<file path="src/rtl/mips_mem_pkg.sv">
`default_nettype none
// ============================================================================
// mips_mem_pkg : memory access size encodings and store-buffer entry type
// Rev 1.0
// ============================================================================
package mips_mem_pkg;

  localparam logic [1:0] MEM_BYTE = 2'b00;
  localparam logic [1:0] MEM_HALF = 2'b01;
  localparam logic [1:0] MEM_WORD = 2'b10;
  localparam logic [1:0] MEM_BAD  = 2'b11;

  localparam int SB_AW = 32;
  localparam int SB_DW = 32;

  typedef struct packed {
    logic [SB_AW-1:0] addr;
    logic [SB_DW-1:0] data;
    logic [1:0]       size;
  } sb_entry_t;

  // The invalid encoding is treated as a word so overlap checks stay conservative
  function automatic logic [2:0] size_to_nbytes(input logic [1:0] size);
    case (size)
      MEM_BYTE: return 3'd1;
      MEM_HALF: return 3'd2;
      default:  return 3'd4;
    endcase
  endfunction

endpackage
`default_nettype wire

</file>
<file path="src/rtl/sb_overlap_chk.sv">
`default_nettype none
// ============================================================================
// sb_overlap_chk : word-span overlap test of one load against one buffered store
// Rev 1.0
// ============================================================================
module sb_overlap_chk
  import mips_mem_pkg::*;
#(
  parameter int AW = 32
) (
  input  logic [AW-1:0] ld_addr,
  input  logic [1:0]    ld_size,
  input  logic          ent_valid,
  input  logic [AW-1:0] ent_addr,
  input  logic [1:0]    ent_size,
  output logic          hit
);

  logic [AW-1:0] w_ld_last;
  logic [AW-1:0] w_ent_last;
  logic [AW-3:0] w_ld_w0, w_ld_w1, w_ent_w0, w_ent_w1;
  logic          w_unused;

  assign w_ld_last  = ld_addr  + AW'(size_to_nbytes(ld_size)  - 3'd1);
  assign w_ent_last = ent_addr + AW'(size_to_nbytes(ent_size) - 3'd1);

  assign w_ld_w0  = ld_addr[AW-1:2];
  assign w_ld_w1  = w_ld_last[AW-1:2];
  assign w_ent_w0 = ent_addr[AW-1:2];
  assign w_ent_w1 = w_ent_last[AW-1:2];
  assign w_unused = ^{w_ld_last[1:0], w_ent_last[1:0]};

  assign hit = ent_valid &&
               ((w_ld_w0 == w_ent_w0) || (w_ld_w0 == w_ent_w1) ||
                (w_ld_w1 == w_ent_w0) || (w_ld_w1 == w_ent_w1));

endmodule
`default_nettype wire

</file>
<file path="src/rtl/store_buffer.sv">
`default_nettype none
// ============================================================================
// store_buffer : posted-write FIFO between MEM stage and data memory
// Rev 1.0
// ============================================================================
module store_buffer
  import mips_mem_pkg::*;
#(
  parameter int DEPTH = 4,
  parameter int AW    = SB_AW,
  parameter int DW    = SB_DW
) (
  input  logic                    clk,
  input  logic                    rst_n,
  input  logic                    st_valid,
  input  logic [AW-1:0]           st_addr,
  input  logic [DW-1:0]           st_data,
  input  logic [1:0]              st_size,
  output logic                    st_ready,
  input  logic                    ld_valid,
  input  logic [AW-1:0]           ld_addr,
  input  logic [1:0]              ld_size,
  output logic                    ld_stall,
  output logic [DW-1:0]           ld_data,
  output logic                    mem_wr_en,
  output logic [AW-1:0]           mem_addr,
  output logic [1:0]              mem_data_size,
  output logic [DW-1:0]           mem_wr_data,
  input  logic [DW-1:0]           mem_rd_data,
  output logic                    empty,
  output logic [$clog2(DEPTH):0]  count
);

  localparam int          PW     = $clog2(DEPTH);
  localparam logic [PW:0] C_FULL = (PW+1)'(DEPTH);

  sb_entry_t        r_ent [DEPTH];
  logic [DEPTH-1:0] r_valid;
  logic [PW-1:0]    r_head;
  logic [PW-1:0]    r_tail;
  logic [PW:0]      r_count;

  logic [DEPTH-1:0] w_hit;
  logic             w_enq;
  logic             w_ld_go;
  logic             w_drain;
  sb_entry_t        w_head;

  for (genvar i = 0; i < DEPTH; i++) begin : g_chk
    sb_overlap_chk #(.AW(AW)) u_chk (
      .ld_addr   (ld_addr),
      .ld_size   (ld_size),
      .ent_valid (r_valid[i]),
      .ent_addr  (r_ent[i].addr),
      .ent_size  (r_ent[i].size),
      .hit       (w_hit[i])
    );
  end

  assign st_ready = (r_count != C_FULL);
  assign w_enq    = st_valid && st_ready && (st_size != MEM_BAD);
  assign ld_stall = ld_valid && (|w_hit);
  assign w_ld_go  = ld_valid && !ld_stall;
  // A stalled load yields the port, so the conflicting entries always drain
  assign w_drain  = !w_ld_go && (r_count != '0);
  assign w_head   = r_ent[r_head];
  assign ld_data  = mem_rd_data;
  assign empty    = (r_count == '0);
  assign count    = r_count;

  always_ff @(posedge clk or negedge rst_n) begin
    if (!rst_n) begin
      r_head  <= '0;
      r_tail  <= '0;
      r_count <= '0;
      r_valid <= '0;
    end else begin
      if (w_enq) begin
        r_valid[r_tail] <= 1'b1;
        r_tail          <= r_tail + 1'b1;
      end
      if (w_drain) begin
        r_valid[r_head] <= 1'b0;
        r_head          <= r_head + 1'b1;
      end
      if (w_enq && !w_drain) begin
        r_count <= r_count + 1'b1;
      end else if (!w_enq && w_drain) begin
        r_count <= r_count - 1'b1;
      end
    end
  end

  // Payload storage needs no reset; the valid bits qualify it
  always_ff @(posedge clk) begin
    if (w_enq) begin
      r_ent[r_tail] <= '{addr: st_addr, data: st_data, size: st_size};
    end
  end

  always_comb begin
    mem_wr_en     = w_drain;
    mem_addr      = ld_addr;
    mem_data_size = ld_size;
    mem_wr_data   = '0;
    if (!rst_n) begin
      mem_addr      = '0;
      mem_data_size = MEM_WORD;
    end else if (w_drain) begin
      mem_addr      = w_head.addr;
      mem_data_size = w_head.size;
      mem_wr_data   = w_head.data;
    end
  end

endmodule
`default_nettype wire
</file>
<file path="config.mk">
export PLATFORM = sky130hd
export DESIGN_NAME = store_buffer
export DESIGN_NICKNAME = d
export VERILOG_FILES = /design/src/rtl/mips_mem_pkg.sv /design/src/rtl/sb_overlap_chk.sv /design/src/rtl/store_buffer.sv
export SDC_FILE = /design/constraint.sdc
export NUM_CORES = 1
export LEC_CHECK = 0
export BUFFER_PORTS_ARGS = -buffer_cell sky130_fd_sc_hd__buf_2
export CAP_MARGIN = 25
export CORE_MARGIN = 1.5
export CORE_UTILIZATION = 30
export DETAILED_ROUTE_END_ITERATION = 7
export PLACE_DENSITY = 0.48
export SETUP_SLACK_MARGIN = 0.02
export SLEW_MARGIN = 40
export SYNTH_ARGS = -nofsm -noshare
export SYNTH_HDL_FRONTEND = slang
export SYNTH_SLANG_ARGS = --single-unit
</file>
<file path="constraint.sdc">
create_clock -name clk -period 8.4 [get_ports clk]
set_clock_uncertainty 0.05 [all_clocks]
set_input_delay 0.42 -clock clk [delete_from_list [all_inputs] [get_ports clk]]
set_output_delay 0.42 -clock clk [all_outputs]
set_load 0.03 [all_outputs]
</file>
# Yosys cells after proc, flatten, opt, wreduce, memory -nomap -nowiden
# Memories as Yosys holds them, arrays and structs flattened.
# Index checks and enable logic that the tools add are counted.
# op_classes
add_sub_neg	14
n_lt_le_gt_ge	4
eq_ne	23
n_mux	21
n_bitwise	3
reduce_logical	38
# ops
operator	n
equality test 30 bit	16
adder 32 bit	5
2-to-1 mux 32 bit	4
case mux 3 bit (2 select lines)	5
subtractor 3 x 1 -> 4 bit (second input constant)	5
logical AND 1 bit	13
logical OR 1 bit	12
equality test 2 x 1 -> 1 bit (second input constant)	5
logical NOT 2 bit	5
2-to-1 mux 4 bit	2
less-than comparator 2 x 3 -> 1 bit (second input constant)	2
2-to-1 mux 3 bit	2
adder 2 x 1 -> 2 bit (second input constant)	2
AND 4 bit	1
demux 1 bit (select 2 bit)	2
>= comparator 2 x 1 -> 1 bit (second input constant)	2
logical NOT 1 bit	4
2-to-1 mux 1 bit	4
2-to-1 mux 2 bit	2
inverter 4 bit	1
OR 4 bit	1
OR reduction 4 bit	1
adder 3 x 1 -> 3 bit (second input constant)	1
logical NOT 3 bit	1
other kinds (5)	5
# word_totals
ff_bits	11
ram_bits	264
inputBits	136
n_memories	1
# memory_table
memory	depth	word_bits	rd	rd_clocked_by_memory_dff	wr	line_no	rtl
r_ent	4	66	5	0	1	store_buffer.sv:37	sb_entry_t r_ent [DEPTH];

# Depth between registers and ports, before layout
# logic_depth
ltp_word	18
ltp_mapped	26
mapped_depth_nobuf	22

# Cells and area by module
# From an unflattened synthesis, not the netlist that was laid out.
# hier_totals
hier_cells	3099
hier_area_um2	28466.1
# by_module_without_submodules
module	n_inst	cells_per_inst	area_per_inst_um2	seq_area_each_um2
store_buffer	1	633	11548.6	8202.9
sb_overlap_chk at g_chk[2].u_chk ...	2	590	4161.5	0.0
sb_overlap_chk at g_chk[0].u_chk	1	678	4495.6	0.0
sb_overlap_chk at g_chk[1].u_chk	1	608	4098.9	0.0

# Worst setup path after synthesis
# No wires, ideal clock.
# synth_path
path_kind	input port to flip-flop
startpoint	input ld_size[0]
endpoint	register r_count[1], in the netlist count[1]
t_arrival_ns	5.290
required_time_ns	8.225
setup_slack_ns	2.935
path_stages	22
path_buffers	3
cell_sequence	or2_2 > ha_1 > xor2_1 > ha_1 > or2_1 > buf_2 > o211a_1 > nor4b_2 > xor2_1 > xor2_1 > nor4_1 > nand4_1 > or4b_1 > o41ai_2 > a22oi_1 > a31o_2 > buf_6 > buf_6 > ha_1 > inv_1 > fa_1 > mux2_2
# synth_between
elab_chain_len	17
elab_cells_between_ends	36
cone_classes	2 x add/sub; 9 x eq/ne; 2 x mux; 23 x reduce/logical
# synth_lines
item	line_no	rtl
from (decl)	store_buffer.sv:22	input logic [1:0] ld_size,
equality test 2 x 1 -> 1 bit or logical NOT 2 bit (tied branches)	mips_mem_pkg.sv:24	case (size)
case mux 3 bit (2 select lines) *	mips_mem_pkg.sv:24	
subtractor 3 x 1 -> 4 bit *	sb_overlap_chk.sv:24	assign w_ld_last = ld_addr + AW'(size_to_nbytes(ld_size) - 3'd1);
adder 32 bit *	sb_overlap_chk.sv:24	
equality test 30 bit	sb_overlap_chk.sv:35	(w_ld_w1 == w_ent_w0) || (w_ld_w1 == w_ent_w1));
logical OR 1 bit	sb_overlap_chk.sv:34	((w_ld_w0 == w_ent_w0) || (w_ld_w0 == w_ent_w1) ||
logical OR 1 bit	sb_overlap_chk.sv:35	
logical AND 1 bit	sb_overlap_chk.sv:33	assign hit = ent_valid &&
OR reduction 4 bit *	store_buffer.sv:62	assign ld_stall = ld_valid && (|w_hit);
logical AND 1 bit *	store_buffer.sv:62	
logical NOT 1 bit *	store_buffer.sv:63	assign w_ld_go = ld_valid && !ld_stall;
logical AND 1 bit *	store_buffer.sv:63	
logical NOT 1 bit *	store_buffer.sv:65	assign w_drain = !w_ld_go && (r_count != '0);
logical AND 1 bit *	store_buffer.sv:65	
logical NOT 1 bit	store_buffer.sv:86	if (w_enq && !w_drain) begin
logical AND 1 bit	store_buffer.sv:86	
2-to-1 mux 3 bit or nonzero test 2 bit (tied branches)	n/a	
to (signal assigned)	store_buffer.sv:87	r_count <= r_count + 1'b1;
to (signal assigned)	store_buffer.sv:89	r_count <= r_count - 1'b1;
to (decl)	store_buffer.sv:41	logic [PW:0] r_count;
# Every way passes the cells marked *; elsewhere a longest branch is shown, timed or not.
# A chain may end at the register's enable or synchronous reset.

# Worst setup path after layout
# layout_path
startpoint	input ld_size[0]
endpoint	output mem_addr[10]
# layout_between
elab_chain_len	16
elab_cells_between_ends	33
cone_classes	2 x add/sub; 9 x eq/ne; 3 x mux; 19 x reduce/logical
# layout_lines
item	line_no	rtl
equality test 2 x 1 -> 1 bit or logical NOT 2 bit (tied branches)	mips_mem_pkg.sv:24	
case mux 3 bit (2 select lines) *	mips_mem_pkg.sv:24	
subtractor 3 x 1 -> 4 bit *	sb_overlap_chk.sv:24	
adder 32 bit *	sb_overlap_chk.sv:24	
equality test 30 bit	sb_overlap_chk.sv:35	
logical OR 1 bit	sb_overlap_chk.sv:34	
logical OR 1 bit	sb_overlap_chk.sv:35	
logical AND 1 bit	sb_overlap_chk.sv:33	
OR reduction 4 bit *	store_buffer.sv:62	
logical AND 1 bit *	store_buffer.sv:62	
logical NOT 1 bit *	store_buffer.sv:63	
logical AND 1 bit *	store_buffer.sv:63	
logical NOT 1 bit *	store_buffer.sv:65	
logical AND 1 bit *	store_buffer.sv:65	
2-to-1 mux 32 bit *	store_buffer.sv:109	end else if (w_drain) begin
2-to-1 mux 32 bit *	store_buffer.sv:106	if (!rst_n) begin
to (decl)	store_buffer.sv:26	output logic [AW-1:0] mem_addr,
# Marks and branches as above.

==> results.py <==
metrics = {
    "status": {
        "run_status": "complete, no violations",
    },
    "route": {
        "via_count": 19714,
        "vias_per_cell": 5.714,
        "drtIter0Drc": 1865,
        "dr.pass1.iters": 5,
        "wirelength_um": 103800,
        "wl_per_cell_um": 30.10,
        "ant_nets": 0,
        "drc": 0,
    },
    "floorplanning": {
        "die_area_mm2": 0.07985,
        "die_h_um": 282.6,
        "std_cell_rows": 102,
        "die_w_um": 282.6,
        "io_pins": 241,
        "core_mm2": 0.07747,
        "start_util": 0.3027,
    },
    "clocking": {
        "clockRootBuffer": "clkbuf_16",
        "cts_tree": "done",
        "post_cts_buffers": 0,
        "cts.path.max_buffers": 3,
        "clk_latency_ns": 0.56,
        "clk_pin_slew_worst_paths_ns": 0.07,
        "numCtsBuffers": 28,
        "cts-resized-gates": 0,
        "cts_sinks": 275,
        "cts_max_level": 1,
    },
    "cells_and_area": {
        "final_nets": 2574,
        "drive_gt1_frac": 0.1768,
        "area_delta_synth_final_pct": 10.54,
        "final_common_cell": "xnor2_1",
        "final_util": 0.3346,
        "most-common-layout-cells": "xnor2_1 (273), edfxtp_1 (264), nand2_1 (209)",
        "diodes": 0,
        "instances_no_fill": 3450,
    },
    "sta": {
        "tightest_slew_ns": 0.9138,
        "fmax_mhz": 143.2,
        "drv_slew": 0,
        "post-route-min-period_ns": 6.983,
        "fin_crit_sh": 0.8314,
        "rsz0062_at_grt": "false",
        "slew_headroom": 0.3908,
        "tns_ns": 0,
        "hold_violations": 0,
        "setup_viol": 0,
        "setup_ws_ns": 1.417,
    },
    "grt": {
        "grt.busiest_layer": "met2",
        "grt_max_degree": 68,
        "use_met2": 0.4230,
        "met3_usage": 0.02148,
        "met1_usage": 0.3423,
        "grt_pass1_vias": 19441,
        "antenna_found_initial": 7,
        "grt_remaining_overflow": 0,
        "grt_use_total": 0.2560,
        "grt_pass1_wl_um": 145400,
    },
    "synth": {
        "ys_dominant_reg_cell": "edfxtp_1",
        "synth_seq_cells": 275,
        "synth_cell_types": 115,
        "synth_edf_count": 264,
        "synth_area_per_cell_um2": 10.16,
        "synth_area_mm2": 0.02345,
        "syn-instance-count": 2308,
        "yosysSeqAreaShare": 0.3498,
        "synth_top_area_cell": "edfxtp_1",
        "synth_area_leaders": "edfxtp_1 (34%), xnor2_1 (10%), xor2_1 (6.5%), mux4_2 (6.3%), nand2_1 (3.3%)",
        "async_reset_ff_frac": 0.04000,
        "yosys_warnings": 0,
        "synth_top_area_frac": 0.3381,
    },
    "placement": {
        "dpl.cell_count": 3395,
        "post-place-ws_ns": 1.568,
        "gp_congestion": 1.013,
        "hpwl_um": 81600,
        "port_buffers": 176,
    },
    "critical_path": {
        "worst-path-max-fanout": 47,
        "worst_setup_path_end_kind": "output port",
        "crit_arrival_ns": 6.51,
        "worstSetupStartpointType": "input pin",
        "path_class": "input pin to output port",
        "critPathRequiredTime_ns": 7.93,
    },
    "run": {
        "drv_cap": 0,
    },
    "power_and_ir_drop": {
        "power_leakage_nw": 9.026,
        "p_per_area_mw_per_mm2": 230.7,
        "p_total_mw": 5.979,
        "ir_drop_mv": 0.2397,
    },
    "worst_hold_path": {
        "hold_path_class": "input pin to flip-flop",
    },
}
==> sequential cells by signal, indices dropped and copies added, names as in the netlist <==
register  flops
r_head        2
r_ent       264
r_valid       4
r_tail        2
count         3
==> area by class of cell <==
cell class                 count  area [um2]
fill                        8001       51550
multi-input combinational   1826       14190
sequential                   275        8210
tap                         1040        1301
timing repair buffer         210        1199
clock buffer                  31       733.2
inverter                      47       178.9
clock inverter                21       111.4
==> synthesized netlist by cell type, types with 8 or more instances <==
library cell	n
o211a_1	9
buf_1	10
or2_2	13
nor4_1	47
mux4_2	66
and2_1	17
xor2_1	174
a21o_1	12
buf_6	8
o2111ai_1	18
inv_1	46
o21a_1	21
dfrtp_1	11
or3_1	19
nor2b_1	9
mux2i_1	46
a21oi_1	77
nand2_1	209
o21ai_0	59
buf_4	58
nor3_1	68
buf_2	30
and4_1	15
and3_1	38
nor3b_2	33
a2111oi_0	9
xnor3_1	10
a211oi_1	11
nand2b_1	17
xnor2_1	276
a31oi_1	20
ha_1	49
o211ai_1	18
clkbuf_1	79
nor2_1	124
edfxtp_1	264
nand3_1	72
nand4_1	68
==> report_power, final <==
group          total [mW]  switching, mW  internal (mW)
Clock                1.15          0.522          0.629
Combinational        2.74           1.64           1.09
Sequential           2.09          0.337           1.76
==> final timing paths <==
check | start | to | slack, ns | cells after the start
max | ld_size[0] | mem_addr[10] | 1.42 | 20
min | st_data[29] | r_ent[1][31] | 0.02 | 1
max reg2reg | r_ent[2][41] | count[1] | 2.29 | 16
min reg2reg | count[2] | count[2] | 0.47 | 1
max in group asynchronous | rst_n | r_head[0] | 6.78 | 3
min in group asynchronous | rst_n | r_tail[1] | 0.40 | 2
==> cell families (layout without fill, tap and decap cells) <==
| family | after synthesis | in the layout | share of synthesized area |
|---|---|---|---|
| other | 1 | 32 | 0.0001599 |
| buffers and inverters | 238 | 309 | 0.05309 |
| XOR/XNOR | 469 | 469 | 0.1849 |
| adder cells (fa/ha/maj) | 50 | 50 | 0.02700 |
| AO/OA/AOI/OAI | 359 | 359 | 0.1124 |
| AND/OR/NAND/NOR | 796 | 796 | 0.1857 |
| flip-flops | 275 | 275 | 0.3498 |
| multiplexers | 120 | 120 | 0.08687 |
==> metrics by stage <==
stage               hold slack [ns]  instance area (um2)
floorplan                   0.07441                23560
finish                      0.02182                25920
global placement             0.4218                24940
CTS                        0.002395                25870
detailed placement           0.4357                25020
global route                0.01522                25920
==> critical path, cell delays in order <==
cell       delay (ns)
buf_2            0.16
or2_2            0.32
ha_1             0.21
xor2_1           0.16
ha_1             0.25
or2_1            0.35
o221ai_1         0.19
o311a_1          0.52
xnor2_1          0.28
or2_2            0.34
a221oi_1         0.68
nor4_1           0.17
o2111ai_1        0.13
nor3_1           0.08
and4_1           0.18
o31ai_1          0.50
a31o_4           0.65
buf_12           0.37
mux2i_1          0.25
buf_2            0.23
==> metal layers <==
metal | part of all wire | wire [um]
met1 | 0.43 | 44580
met2 | 0.47 | 48350
met3 | 0.057 | 5948
met4 | 0.048 | 4940
met5 | 0.00022 | 23
==> repair_timing <==
item | in CTS | in global routing
setup endpoints to repair | 0 | 0
hold buffers | 1 | 0
hold endpoints to repair | 4 | 0
No activity file was read; power rests on OpenSTA's default activity.
